[config.mk]
export PLATFORM = sky130hd
export DESIGN_NAME = adc_req_arbiter_flat
export DESIGN_NICKNAME = d
export VERILOG_FILES = /design/src/rtl/adc_pkg.sv /design/src/rtl/adc_req_arbiter_if.sv /design/src/rtl/rr_arbiter.sv /design/src/rtl/adc_req_arbiter.sv /design/src/flat_wrapper.sv
export SDC_FILE = /design/constraint.sdc
export NUM_CORES = 1
export LEC_CHECK = 0
export CAP_MARGIN = 5
export CORE_ASPECT_RATIO = 1.5
export CORE_UTILIZATION = 52
export DETAILED_ROUTE_END_ITERATION = 8
export GPL_TIMING_DRIVEN = 0
export PLACE_DENSITY = 0.84
export SLEW_MARGIN = 0
export SYNTH_ARGS = -nofsm -noshare
export SYNTH_HDL_FRONTEND = slang
export SYNTH_SLANG_ARGS = --single-unit
[constraint.sdc]
create_clock -name clk -period 5.2 [get_ports clk]
set_input_delay 0.52 -clock clk [delete_from_list [all_inputs] [get_ports clk]]
set_output_delay 0.52 -clock clk [all_outputs]
set_load 0.02 [all_outputs]
[src/rtl/adc_pkg.sv]
// Shared constants and FSM encoding for the ADC request arbiter.
package adc_pkg;

  localparam int unsigned ADC_CHAN_W  = 3;
  localparam int unsigned ADC_DATA_W  = 12;
  localparam int unsigned ADC_TIMEOUT = 400;

  typedef enum logic [1:0] {
    StIdle  = 2'd0,
    StIssue = 2'd1,
    StWait  = 2'd2,
    StResp  = 2'd3
  } state_e;

  // Board wiring of the ADC inputs
  localparam logic [ADC_CHAN_W-1:0] CH_LINE_L = 3'd0;
  localparam logic [ADC_CHAN_W-1:0] CH_LINE_C = 3'd1;
  localparam logic [ADC_CHAN_W-1:0] CH_LINE_R = 3'd2;
  localparam logic [ADC_CHAN_W-1:0] CH_BATT   = 3'd7;

endpackage

[src/rtl/adc_req_arbiter_if.sv]
// Requester-side and ADC-engine-side signals of the arbiter, bundled with two views.
interface adc_req_arbiter_if
  import adc_pkg::*;
#(
  parameter int unsigned NREQ   = 3,
  parameter int unsigned CHAN_W = ADC_CHAN_W,
  parameter int unsigned DATA_W = ADC_DATA_W
);

  logic [NREQ-1:0]        req_valid;
  logic [NREQ*CHAN_W-1:0] req_chan;
  logic [NREQ-1:0]        req_ready;
  logic [NREQ-1:0]        rsp_valid;
  logic [DATA_W-1:0]      rsp_data;
  logic                   rsp_err;
  logic                   adc_start;
  logic [CHAN_W-1:0]      adc_chan;
  logic                   adc_busy;
  logic                   adc_done;
  logic [DATA_W-1:0]      adc_data;

  modport slave (
    input  req_valid, req_chan, adc_busy, adc_done, adc_data,
    output req_ready, rsp_valid, rsp_data, rsp_err, adc_start, adc_chan
  );

  modport master (
    output req_valid, req_chan, adc_busy, adc_done, adc_data,
    input  req_ready, rsp_valid, rsp_data, rsp_err, adc_start, adc_chan
  );

endinterface

[src/rtl/rr_arbiter.sv]
// Combinational round-robin pick: first set request searching upward from ptr+1.
module rr_arbiter #(
  parameter int unsigned NREQ  = 3,
  parameter int unsigned IDX_W = 2
) (
  input  logic [NREQ-1:0]  req,
  input  logic [IDX_W-1:0] ptr,
  output logic [NREQ-1:0]  gnt,
  output logic [IDX_W-1:0] idx,
  output logic             any
);

  int unsigned pos;

  always_comb begin
    gnt = '0;
    idx = '0;
    any = 1'b0;
    pos = 0;
    for (int unsigned k = 1; k <= NREQ; k++) begin
      pos = (32'(ptr) + k) % NREQ;
      if (!any && req[pos]) begin
        any      = 1'b1;
        gnt[pos] = 1'b1;
        idx      = IDX_W'(pos);
      end
    end
  end

endmodule

[src/rtl/adc_req_arbiter.sv]
// Shares one ADC conversion engine among NREQ requesters, round-robin, with a WAIT watchdog.
module adc_req_arbiter
  import adc_pkg::*;
#(
  parameter int unsigned NREQ    = 3,
  parameter int unsigned CHAN_W  = ADC_CHAN_W,
  parameter int unsigned DATA_W  = ADC_DATA_W,
  parameter int unsigned TIMEOUT = ADC_TIMEOUT
) (
  input logic              clk,
  input logic              rst,
  adc_req_arbiter_if.slave bus
);

  localparam int unsigned IDX_W = (NREQ > 1) ? $clog2(NREQ) : 1;
  localparam int unsigned CNT_W = $clog2(TIMEOUT);

  state_e            state_q;
  logic [IDX_W-1:0]  ptr_q;
  logic [IDX_W-1:0]  sel_q;
  logic [CHAN_W-1:0] chan_q;
  logic [CNT_W-1:0]  cnt_q;
  logic [NREQ-1:0]   rsp_valid_q;
  logic [DATA_W-1:0] rsp_data_q;
  logic              rsp_err_q;

  logic [NREQ-1:0]   gnt;
  logic [IDX_W-1:0]  gnt_idx;
  logic              gnt_any;
  logic [NREQ-1:0]   sel_oh;
  logic [CNT_W-1:0]  cnt_inc;
  logic              timeout_hit;

  rr_arbiter #(
    .NREQ  (NREQ),
    .IDX_W (IDX_W)
  ) u_rr (
    .req (bus.req_valid),
    .ptr (ptr_q),
    .gnt (gnt),
    .idx (gnt_idx),
    .any (gnt_any)
  );

  assign sel_oh  = NREQ'(1) << sel_q;
  assign cnt_inc = cnt_q + CNT_W'(1);
  // The watchdog fires on the cycle the counter's next value reaches TIMEOUT-1, which places
  // the error response exactly TIMEOUT cycles after adc_start.
  assign timeout_hit = (cnt_inc == CNT_W'(TIMEOUT - 1));

  always_ff @(posedge clk or posedge rst) begin
    if (rst) begin
      state_q     <= StIdle;
      ptr_q       <= IDX_W'(NREQ - 1);
      sel_q       <= '0;
      chan_q      <= '0;
      cnt_q       <= '0;
      rsp_valid_q <= '0;
      rsp_data_q  <= '0;
      rsp_err_q   <= 1'b0;
    end else begin
      rsp_valid_q <= '0;
      unique case (state_q)
        StIdle: begin
          if (gnt_any) begin
            sel_q   <= gnt_idx;
            ptr_q   <= gnt_idx;
            chan_q  <= bus.req_chan[gnt_idx*CHAN_W +: CHAN_W];
            state_q <= StIssue;
          end
        end
        StIssue: begin
          if (!bus.adc_busy) begin
            cnt_q   <= '0;
            state_q <= StWait;
          end
        end
        StWait: begin
          cnt_q <= cnt_inc;
          if (bus.adc_done) begin
            rsp_data_q  <= bus.adc_data;
            rsp_err_q   <= 1'b0;
            rsp_valid_q <= sel_oh;
            state_q     <= StResp;
          end else if (timeout_hit) begin
            rsp_data_q  <= '0;
            rsp_err_q   <= 1'b1;
            rsp_valid_q <= sel_oh;
            state_q     <= StResp;
          end
        end
        StResp: state_q <= StIdle;
        default: state_q <= StIdle;
      endcase
    end
  end

  assign bus.req_ready = (state_q == StIdle) ? gnt : '0;
  assign bus.adc_start = (state_q == StIssue) && !bus.adc_busy;
  assign bus.adc_chan  = chan_q;
  assign bus.rsp_valid = rsp_valid_q;
  assign bus.rsp_data  = rsp_data_q;
  assign bus.rsp_err   = rsp_err_q;

endmodule

[src/flat_wrapper.sv]
// flat-port wrapper written by rule: the top's interface ports become plain ports
module adc_req_arbiter_flat import adc_pkg::*;
#(
  parameter int unsigned NREQ    = 3,
  parameter int unsigned CHAN_W  = ADC_CHAN_W,
  parameter int unsigned DATA_W  = ADC_DATA_W,
  parameter int unsigned TIMEOUT = ADC_TIMEOUT
)
  (clk, rst, bus_req_valid, bus_req_chan, bus_adc_busy, bus_adc_done, bus_adc_data, bus_req_ready, bus_rsp_valid, bus_rsp_data, bus_rsp_err, bus_adc_start, bus_adc_chan);
  adc_req_arbiter_if #(.NREQ(NREQ), .CHAN_W(CHAN_W), .DATA_W(DATA_W)) bus_i ();
  input logic clk;
  input logic rst;
  input wire logic [$bits(bus_i.req_valid)-1:0] bus_req_valid;
  input wire logic [$bits(bus_i.req_chan)-1:0] bus_req_chan;
  input wire logic [$bits(bus_i.adc_busy)-1:0] bus_adc_busy;
  input wire logic [$bits(bus_i.adc_done)-1:0] bus_adc_done;
  input wire logic [$bits(bus_i.adc_data)-1:0] bus_adc_data;
  output wire logic [$bits(bus_i.req_ready)-1:0] bus_req_ready;
  output wire logic [$bits(bus_i.rsp_valid)-1:0] bus_rsp_valid;
  output wire logic [$bits(bus_i.rsp_data)-1:0] bus_rsp_data;
  output wire logic [$bits(bus_i.rsp_err)-1:0] bus_rsp_err;
  output wire logic [$bits(bus_i.adc_start)-1:0] bus_adc_start;
  output wire logic [$bits(bus_i.adc_chan)-1:0] bus_adc_chan;
  assign bus_i.req_valid = bus_req_valid;
  assign bus_i.req_chan = bus_req_chan;
  assign bus_i.adc_busy = bus_adc_busy;
  assign bus_i.adc_done = bus_adc_done;
  assign bus_i.adc_data = bus_adc_data;
  assign bus_req_ready = bus_i.req_ready;
  assign bus_rsp_valid = bus_i.rsp_valid;
  assign bus_rsp_data = bus_i.rsp_data;
  assign bus_rsp_err = bus_i.rsp_err;
  assign bus_adc_start = bus_i.adc_start;
  assign bus_adc_chan = bus_i.adc_chan;
  adc_req_arbiter #(.NREQ(NREQ), .CHAN_W(CHAN_W), .DATA_W(DATA_W), .TIMEOUT(TIMEOUT)) u_core (.clk(clk), .rst(rst), .bus(bus_i));
endmodule
==> key figures <==
STA
  • Fmax: around 0.28 GHz
  • RSZ-0062 raised after global routing: no
  • Fin crit share: 0.691
  • Setup TNS: 0 ns
  • Worst slew pin tran: ~0.68 ns
  • Final hold viol count: 0
  • Period minus WS final: 3.59 ns
  • Clock skew: 0.00959 ns
  • Smallest hold slack: between 0.4 and 0.5 ns
  • Slew Viols, Final: 0
  • Slew HR: 0.541
  • Final setup vio count: 0

Power and ir drop
  • PwrDens: roughly 550 nW/um2
  • Sequential share of power: 0.296
  • Leak Pwr: 1.18 nW
  • Clock power frac: 0.173
  • Power share of the combinational group: 0.531
  • Net Sw Frac: 0.406
  • Peak supply drop: 437 uV
  • Net Switching: 0.593 mW
  • Int Power: approximately 0.87 mW

CTS
  • Root Buffer: clkbuf_8
  • CTS tree: built
  • Inserted Clock Buffers: 5
  • Clk sink count: 33
  • Hold-fix buffers, CTS: 0
  • CTS-repair resized insts: 0
  • Htree depth: 2
  • Clk pin slew, worst setup/hold paths: about 0.07 ns
  • Setup Fix Bufs, Post-CTS: 0
  • Clk_lat worst skew: 0.29 ns
  • Clock Path Buffers: 2

Hold path
  • Hold_sp: u_core.bus.adc_chan[0]
  • Worst Hold End: u_core.bus.adc_chan[0]
  • Hold/Removal Path Class: register to register
  • Hold path depth: 2

Synthesis
  • Net Count, Synth: 241
  • EDFF count, synth: 0
  • Avg Inst Size Synth: 9.62 um2
  • XOR/XNOR Fraction of Synth Area: 0.00446
  • Main synth FF type: dfrtp_1
  • Post-synthesis cell type count: 49
  • Share of the synthesized area in the top cell type: 0.408
  • Number of synthesis warnings: 0
  • Most numerous cell in the Yosys netlist: dfrtp_1
  • Combinational family with the most area after synthesis: compound AO/OA/AOI/OAI gates
  • Flops & latches, synth: 33
  • Seq/Total Area, Yosys: 0.421
  • Top cells by count, synth: dfrtp_1, nand2_1, o21ai_0
  • Adder-cell share of the synthesized area: 0.0676
  • Dominant cell type by area after synthesis: dfrtp_1
  • Post-Synthesis Cells: 204
  • Synth Area in Compound Gates: 0.216
  • Synth top area cells: dfrtp_1, a22o_1, ha_1
  • Post-synth ARST share: 1.00
  • Synthesized area: ~2000 um2
  • Post-synthesis mux area share: 0.0637
  • Post-synthesis simple-gate area fraction: 0.172

Detailed routing
  • Via density: between 5 and 6
  • Post-Route WL: 4390 um
  • Initial DRC Count: 48
  • WL/cell: 14.3 um
  • DR vias: 1735
  • DR pass1 iterations: 4
  • Residual DRC: 0
  • Routed Antenna Nets: 0

GRT
  • Tot GR Track Use: 0.235
  • Initial antenna violation count: 0
  • Grt ovf: 0
  • Global-route wire length before repair: between 7000 and 8000 um
  • Largest net degree at the start of global routing: 34
  • Vias in the first global route: 1597

Setup path
  • Startpoint types: register
  • Worst Path Required: between 4 and 5 ns
  • CP max FO: 10
  • Reg2reg setup slack: 2.52 ns
  • Reg2reg end: u_core.bus.adc_chan[1]
  • CP most frequent cell: inv_1
  • Worst R2R Path Depth: 8
  • Worst Setup End Kind: output pin
  • Peak per-stage delay on the critical path: roughly 0.61 ns
  • CP cell instances: inv_1 -> ha_1 -> buf_1 -> inv_1 -> a2111o_1 -> o21ai_0 -> a22oi_1 -> a21oi_1 -> clkdlybuf4s50_1
  • CP arrival: 3.07 ns
  • CP Class: register to output pin
  • FF-to-FF Start: u_core.sel_q[0]
  • Crit-path slowest cell: clkdlybuf4s50_1

Cells and area
  • Fin nets: about 300
  • ANT cells: 0
  • Proportion of layout cells with a drive suffix above 1: 0.0875
  • # fillers: 281
  • Area growth, synth to finish: 35.8%

Run status
  • Status: complete, no violations

Floorplanning
  • Die area: roughly 4000 um2
  • Chip Height: between 70 and 80 um
  • Initial Util: 0.538
  • Core box area: between 3000 and 4000 um2
  • Chip width: 52.2 um
  • Ports: 51
  • # rows: 27

Run
  • Max cap viols: 0

Placement
  • Post-detail-place hpwl: 3170 um
  • Buffers added on ports: 50
  • GP Congestion: 0.815
layout make-up:
class / instances / area (um2) / share of cell area
multi-input combinational: 146 / 1030 / 0.386
sequential: 33 / 827 / 0.310
timing repair buffer: 51 / 528 / 0.198
clock buffer: 6 / 82.6 / 0.0310
buffer: 11 / 55.1 / 0.0207
tap: 43 / 53.8 / 0.0202
inverter: 14 / 52.6 / 0.0197
clock inverter: 2 / 37.5 / 0.0141
placed cells by master, fill, tap and decap left out, types with 2 or more instances in the layout:
cell type / count
clkdlybuf4s50_1: 50
dfrtp_1: 32
nand2_1: 20
o21ai_0: 17
a22o_1: 14
inv_1: 13
nor2_1: 13
ha_1: 9
a21oi_1: 8
mux2i_1: 8
nor3_1: 7
clkbuf_1: 6
clkbuf_8: 6
mux2_2: 4
nand3_1: 3
and2_1: 3
a22oi_1: 3
a21o_1: 3
buf_2: 2
nand4_1: 2
o221ai_1: 2
nand2b_1: 2
maj3_1: 2
and3_1: 2
nor3b_1: 2
per-layer routing:
metal	vias to the layer above	GRT usage	wire [um]
li1	853	-	-
met1	831	0.277	1800
met2	44	0.406	2340
met3	7	0.0317	149
met4	0	0.105	95
met5	-	0	0
power groups by stage:
stage	sequential (mW)	combinational, mW	clock [mW]
3_3_place_gp	0.429	0.754	0
6_report	0.432	0.776	0.252
2_1_floorplan	0.495	0.440	0
3_5_place_dp	0.433	0.770	0
4_1_cts	0.430	0.775	0.256
5_1_grt	0.442	0.849	0.266
cells by family after synthesis:
| family | count (synthesis) |
|---|---|
| buffers and inverters | 25 |
| AO/OA/AOI/OAI | 58 |
| multiplexers | 12 |
| XOR/XNOR | 1 |
| AND/OR/NAND/NOR | 64 |
| adder cells (fa/ha/maj) | 11 |
| flip-flops | 33 |
worst max-delay path by stage:
stage	start	end	slack, ns
detailed placement	u_core.sel_q[0]	bus_req_ready[1]	1.95
global route	u_core.sel_q[0]	bus_req_ready[1]	1.36
CTS	u_core.sel_q[0]	bus_req_ready[1]	1.63
floorplan	u_core.sel_q[0]	bus_req_ready[1]	2.57
global placement	u_core.sel_q[0]	bus_req_ready[1]	1.97
finish	u_core.sel_q[0]	bus_req_ready[1]	1.61
state kept, by name (all words and copies together) (netlist names):
register,flops
u_core.sel_q,2
u_core.bus.rsp_valid,3
u_core.bus.rsp_err,1
u_core.bus.rsp_data,12
u_core.cnt_q,9
u_core.state_q,2
u_core.ptr_q,1
u_core.bus.adc_chan,3
through the flow:
step                power (mW)  setup slack, ns  std cells  instance area [um2]  utilization
global route              1.56             1.36        306                 2670        0.730
CTS                       1.46             1.63        305                 2640        0.723
finish                    1.46             1.61        306                 2670        0.730
floorplan                0.935             2.57        204                 1960            -
global placement          1.18             1.97        297                 2520        0.690
detailed placement        1.20             1.95        297                 2520        0.690
worst max-delay path, delay by kind of cell, from the launching register on:
family	cells	cell delay [ns]
buffers and inverters	4	1.20
AO/OA/AOI/OAI	4	0.77
flip-flops	1	0.47
adder cells (fa/ha/maj)	1	0.35
Power figures use the tool's default switching activity.
